===== src/rtl/nor_truth_table_sequencer.sv =====
// Stimulus/checker stage for the two-input NOR block and its structural twin.
// Walks the operand bus through every minterm in ascending order, lets each
// minterm settle for SETTLE idle cycles, samples dut_s and scores it against
// the EXPECTED truth table. A sweep ends with a one-cycle done pulse together
// with pass, a per-minterm failure mask and a mismatch count.
module nor_truth_table_sequencer #(
    parameter int                N        = 2,
    parameter logic [2**N-1:0]   EXPECTED = 4'b0001,
    parameter int                SETTLE   = 1
) (
    input  logic              clk,
    input  logic              reset,
    input  logic              start,
    input  logic              dut_s,
    output logic [N-1:0]      operands,
    output logic [N-1:0]      minterm_idx,
    output logic              busy,
    output logic              done,
    output logic              pass,
    output logic [2**N-1:0]   fail_mask,
    output logic [N:0]        mismatch_count
);

    localparam logic [3:0]   SETTLE_C = 4'(SETTLE);
    localparam logic [N-1:0] IDX_LAST = '1;

    typedef enum logic [1:0] {
        IDLE = 2'd0,
        RUN  = 2'd1,
        DONE = 2'd2
    } state_t;

    state_t            state, state_n;
    logic [N-1:0]      idx, idx_n;
    logic [3:0]        wait_cnt, wait_n;
    logic [2**N-1:0]   mask_n;
    logic [N:0]        cnt_n;
    logic              pass_n;
    logic              done_n;
    logic              busy_n;
    logic [N-1:0]      ops_n;

    // X/Z on the DUT output must score as a mismatch, so the case-inequality
    // operator is used rather than the logical one.
    function automatic logic is_mismatch(input logic observed, input logic required);
        return (observed !== required);
    endfunction

    // The count is N+1 bits wide and at most 2^N minterms are scored per
    // sweep, so a plain increment can never wrap.
    function automatic logic [N:0] count_inc(input logic [N:0] cnt);
        return cnt + (N+1)'(1);
    endfunction

    // Next-state and next-output logic; every output is registered from here.
    always_comb begin
        state_n = state;
        idx_n   = idx;
        wait_n  = wait_cnt;
        mask_n  = fail_mask;
        cnt_n   = mismatch_count;
        pass_n  = pass;
        done_n  = 1'b0;
        busy_n  = 1'b0;
        ops_n   = '0;

        case (state)
            IDLE, DONE: begin
                if (start) begin
                    // A new sweep starts from a clean scoreboard, directly
                    // from DONE when start is already waiting.
                    state_n = RUN;
                    idx_n   = '0;
                    wait_n  = '0;
                    mask_n  = '0;
                    cnt_n   = '0;
                    pass_n  = 1'b0;
                    busy_n  = 1'b1;
                    ops_n   = '0;
                end else begin
                    state_n = IDLE;
                end
            end

            RUN: begin
                busy_n = 1'b1;
                ops_n  = idx;
                if (wait_cnt == SETTLE_C) begin
                    if (is_mismatch(dut_s, EXPECTED[idx])) begin
                        mask_n[idx] = 1'b1;
                        cnt_n       = count_inc(mismatch_count);
                    end
                    if (idx == IDX_LAST) begin
                        // Terminal minterm: the verdict already includes
                        // this last sample when done is raised.
                        state_n = DONE;
                        done_n  = 1'b1;
                        busy_n  = 1'b0;
                        pass_n  = (cnt_n == '0);
                        ops_n   = '0;
                    end else begin
                        idx_n  = idx + N'(1);
                        wait_n = '0;
                        ops_n  = idx + N'(1);
                    end
                end else begin
                    wait_n = wait_cnt + 4'd1;
                end
            end

            default: begin
                state_n = IDLE;
            end
        endcase
    end

    // State and registered outputs; reset aborts any sweep without a done pulse.
    always_ff @(posedge clk) begin
        if (reset) begin
            state          <= IDLE;
            idx            <= '0;
            wait_cnt       <= '0;
            fail_mask      <= '0;
            mismatch_count <= '0;
            pass           <= 1'b0;
            done           <= 1'b0;
            busy           <= 1'b0;
            operands       <= '0;
            minterm_idx    <= '0;
        end else begin
            state          <= state_n;
            idx            <= idx_n;
            wait_cnt       <= wait_n;
            fail_mask      <= mask_n;
            mismatch_count <= cnt_n;
            pass           <= pass_n;
            done           <= done_n;
            busy           <= busy_n;
            operands       <= ops_n;
            minterm_idx    <= ops_n;
        end
    end

endmodule


===== config.mk =====
export PLATFORM = sky130hd
export DESIGN_NAME = nor_truth_table_sequencer
export DESIGN_NICKNAME = d
export VERILOG_FILES = /design/src/rtl/nor_truth_table_sequencer.sv
export SDC_FILE = /design/constraint.sdc
export NUM_CORES = 1
export LEC_CHECK = 0
export CAP_MARGIN = 5
export CORE_ASPECT_RATIO = 0.5
export CORE_MARGIN = 1.5
export CORE_UTILIZATION = 25
export DETAILED_ROUTE_END_ITERATION = 8
export GPL_TIMING_DRIVEN = 0
export HOLD_SLACK_MARGIN = 0.02
export SYNTH_ARGS = -nofsm -noshare
export SYNTH_HDL_FRONTEND = slang
export SYNTH_SLANG_ARGS = --single-unit

===== constraint.sdc =====
create_clock -name clk -period 2.85 [get_ports clk]
set_input_delay 0.57 -clock clk [delete_from_list [all_inputs] [get_ports clk]]
set_output_delay 0.57 -clock clk [all_outputs]
set_load 0.02 [all_outputs]

==> run metrics <==
Setup Buffers After CTS=0; min Tclk post-route=just under 2000 ps; cts hold-fix bufs=0; largest net degree at the start of global routing=12; final antenna-violating net count=0; Total Neg Setup Slack=0 ps; min-delay worst type=reg2reg; synthesis-stage register bit count=20; Slew HR=around 37%; IO Pins=18; Yosys cell types=36; Internal Power=0.466 mW; placed insts=between 150 and 200; Routed WL per cell=11.4 um; gr usage total=under 10%; antenna violations before repair=0; Post-Place Cell Area=between 1000 and 1500 um2; unrepaired setup endpoints after global routing=false; sequential power share=between 40% and 50%; Worst Skew=between 1.5 and 2 ps; crit share post-route=between 60% and 70%; cells after synthesis=between 100 and 150; Initial Util=26.2%; nets=between 100 and 150; GP Congestion=roughly 0.80; Post-DP HPWL=1490 um; Data arrival, critical path=1350 ps; Post-Synthesis Mean Instance Area=9.45 um2; Fin. Hold Viols=0; CP Launch Type=register; transition time of the tightest slew-check pin=around 950 ps; switch share=between 20% and 30%; Mapped Nets=approximately 120; drt drc=0; synthesis-to-finish area growth=27.7%; final setup vio count=0; CTS sink cnt=20; class of the most critical setup path=reg2out; CTS Root Cell=clkbuf_8; routed wire length=2070 um; outcome=completed; Critical-path top delay cell=clkdlybuf4s50_1; grt total ovfl=0; starting DRC count in detailed routing=27; Finished Layout Cells=between 150 and 200; clock slew at reported path FFs=80 ps; die extent in y=roughly 48 um; first-pass GRT wire length=between 3000 and 4000 um; insertion delay to the later sink of the worst-skew pair=between 200 and 300 ps; post-route cell area=approximately 1300 um2; sequential area share after synthesis=about two fifths; PnR Total Power=between 0.6 and 0.7 mW; CP Capture Type=output port; Max Freq=roughly 520 MHz; pwr/cell area=roughly 490 nW/um2; average vias per placed instance=between 4 and 5; Leak=around 0.48 nW; Die ar.=between 4000 and 5000 um2; Syn Std Cell Area=roughly 1000 um2; # port buffers=16; row cnt=16; vias in the first global route=between 700 and 800; delay-heaviest family, CP=buffers and inverters; H-tree Lvls=1; CTS Buf Count=3; post-CTS sizing=0; Worst path max stage delay=between 600 and 700 ps; CTS tree=done; Max VDD drop=between 0.15 and 0.2 mV; critical path fanouts, max=7; die span in x=between 90 and 100 um; power share of the combinational group=roughly 17%; Ys Warns=0; Core Util, Final=33.4%; CORE AREA=around 3900 um2; Max Root-Sink Buffers=2; filler instances=approximately 410; detailed-router iteration count before antenna repair=4; number of buffers and inverters on the critical path=1; Slew Viols, Final=0; # diodes=0; DR vias=850; share of cells above drive strength 1=10.2%; Switch Pwr=~0.18 mW; Clk network pwr share=34.7%; Req. time, crit path=2280 ps; max-cap viol count=0; worst path cell trace=clkdlybuf4s50_1
-- path summary, 6_finish.rpt --
kind	depth (start not counted)	slack, ps	to	startpoint
setup / recovery	1	930	mismatch_count[0]	mismatch_count[0]
hold / removal	1	480	fail_mask[3]	fail_mask[3]
setup reg to reg	4	990	mismatch_count[2]	wait_cnt[0]
hold reg to reg	1	480	fail_mask[3]	fail_mask[3]
-- layout make-up --
class	instances	area (um2)	area share, %
Inverter	10	37.5	2.88
Multi-Input combinational cell	73	548	42.0
Buffer	5	35.0	2.69
Timing Repair Buffer	16	160	12.3
Tap cell	54	67.6	5.18
Sequential cell	20	400	30.7
Clock buffer	4	55.1	4.22
-- flip-flops by register name, indices dropped and copies added (netlist names) --
name,count
fail_mask,4
wait_cnt,4
mismatch_count,3
idx,2
minterm_idx,2
state,2
busy,1
done,1
pass,1
-- power groups by stage --
stage / Clock [mW] / Combinational (mW) / Sequential, mW
after global routing: 0.237 / 0.123 / 0.310
final: 0.223 / 0.111 / 0.308
after CTS: 0.225 / 0.113 / 0.307
after detailed placement: 0 / 0.111 / 0.314
after global placement: 0 / 0.110 / 0.314
after floorplan: 0 / 0.0658 / 0.321
-- through the flow --
stage	hold WS (ps)	setup slack, ps
global route	504	801
CTS	494	883
global placement	467	872
floorplan	473	1150
finish	484	929
detailed placement	468	836
-- Yosys cell counts --
master | count | area share (%)
xor2_1 | 1 | 0.86
o221ai_2 | 1 | 1.5
and4b_1 | 1 | 0.98
and4bb_2 | 1 | 1.2
or4_1 | 1 | 0.74
o21a_1 | 1 | 0.74
nor2_1 | 3 | 1.1
or3_1 | 4 | 2.5
buf_6 | 1 | 1.1
a31oi_1 | 2 | 1.2
clkbuf_1 | 1 | 0.37
a22o_1 | 4 | 3.4
a311o_1 | 1 | 0.98
nor3b_1 | 2 | 1.5
nor3_2 | 1 | 0.98
o211ai_2 | 1 | 1.2
o211ai_1 | 6 | 4.4
or3b_1 | 2 | 1.7
or3_4 | 1 | 1.1
a2111o_1 | 1 | 1.1
ha_1 | 7 | 8.6
mux2i_1 | 2 | 2.0
nand4_1 | 3 | 1.8
buf_4 | 2 | 1.5
nand3_1 | 4 | 2.0
nor3_1 | 1 | 0.49
o21ai_0 | 3 | 1.5
buf_2 | 1 | 0.49
a21oi_1 | 6 | 2.9
nor2b_1 | 2 | 1.2
xnor2_1 | 1 | 0.86
nor4b_1 | 2 | 1.7
nand2b_1 | 2 | 1.2
dfxtp_1 | 20 | 39
nand2_1 | 6 | 2.2
inv_1 | 10 | 3.7
-- cells by family after synthesis --
logic type	count (synthesis)	share of synthesized area, %
xor+xnor	2	1.72
compound gates	26	19.0
flops	20	39.2
buf+inv	15	7.11
fa+ha+maj	7	8.58
simple gates	36	22.4
mux	2	1.96
-- layout by cell type (no fill, tap or decap), types with 2 or more instances in the layout --
cell type        synthesis  layout
a21oi_1                  6       6
a22o_1                   4       4
a31oi_1                  2       2
buf_4                    2       2
clkbuf_8                 0       4
clkdlybuf4s50_1          0      16
dfxtp_1                 20      20
ha_1                     7       7
inv_1                   10      10
mux2i_1                  2       2
nand2_1                  6       6
nand2b_1                 2       2
nand3_1                  4       4
nand4_1                  3       3
nor2_1                   3       3
nor2b_1                  2       2
nor3b_1                  2       2
nor4b_1                  2       2
o211ai_1                 6       6
o21ai_0                  3       3
or3_1                    4       4
or3b_1                   2       2
-- layer usage --
| metal | up-vias | routed length [um] | track usage (%) |
|---|---|---|---|
| li1 | 433 | - | - |
| met1 | 399 | 1090 | 12.5 |
| met2 | 18 | 931 | 15.5 |
| met3 | 0 | 49 | 2.34 |
| met4 | 0 | 0 | 2.73 |
| met5 | - | 0 | 0 |
No activity file was read; power rests on OpenSTA's default activity.
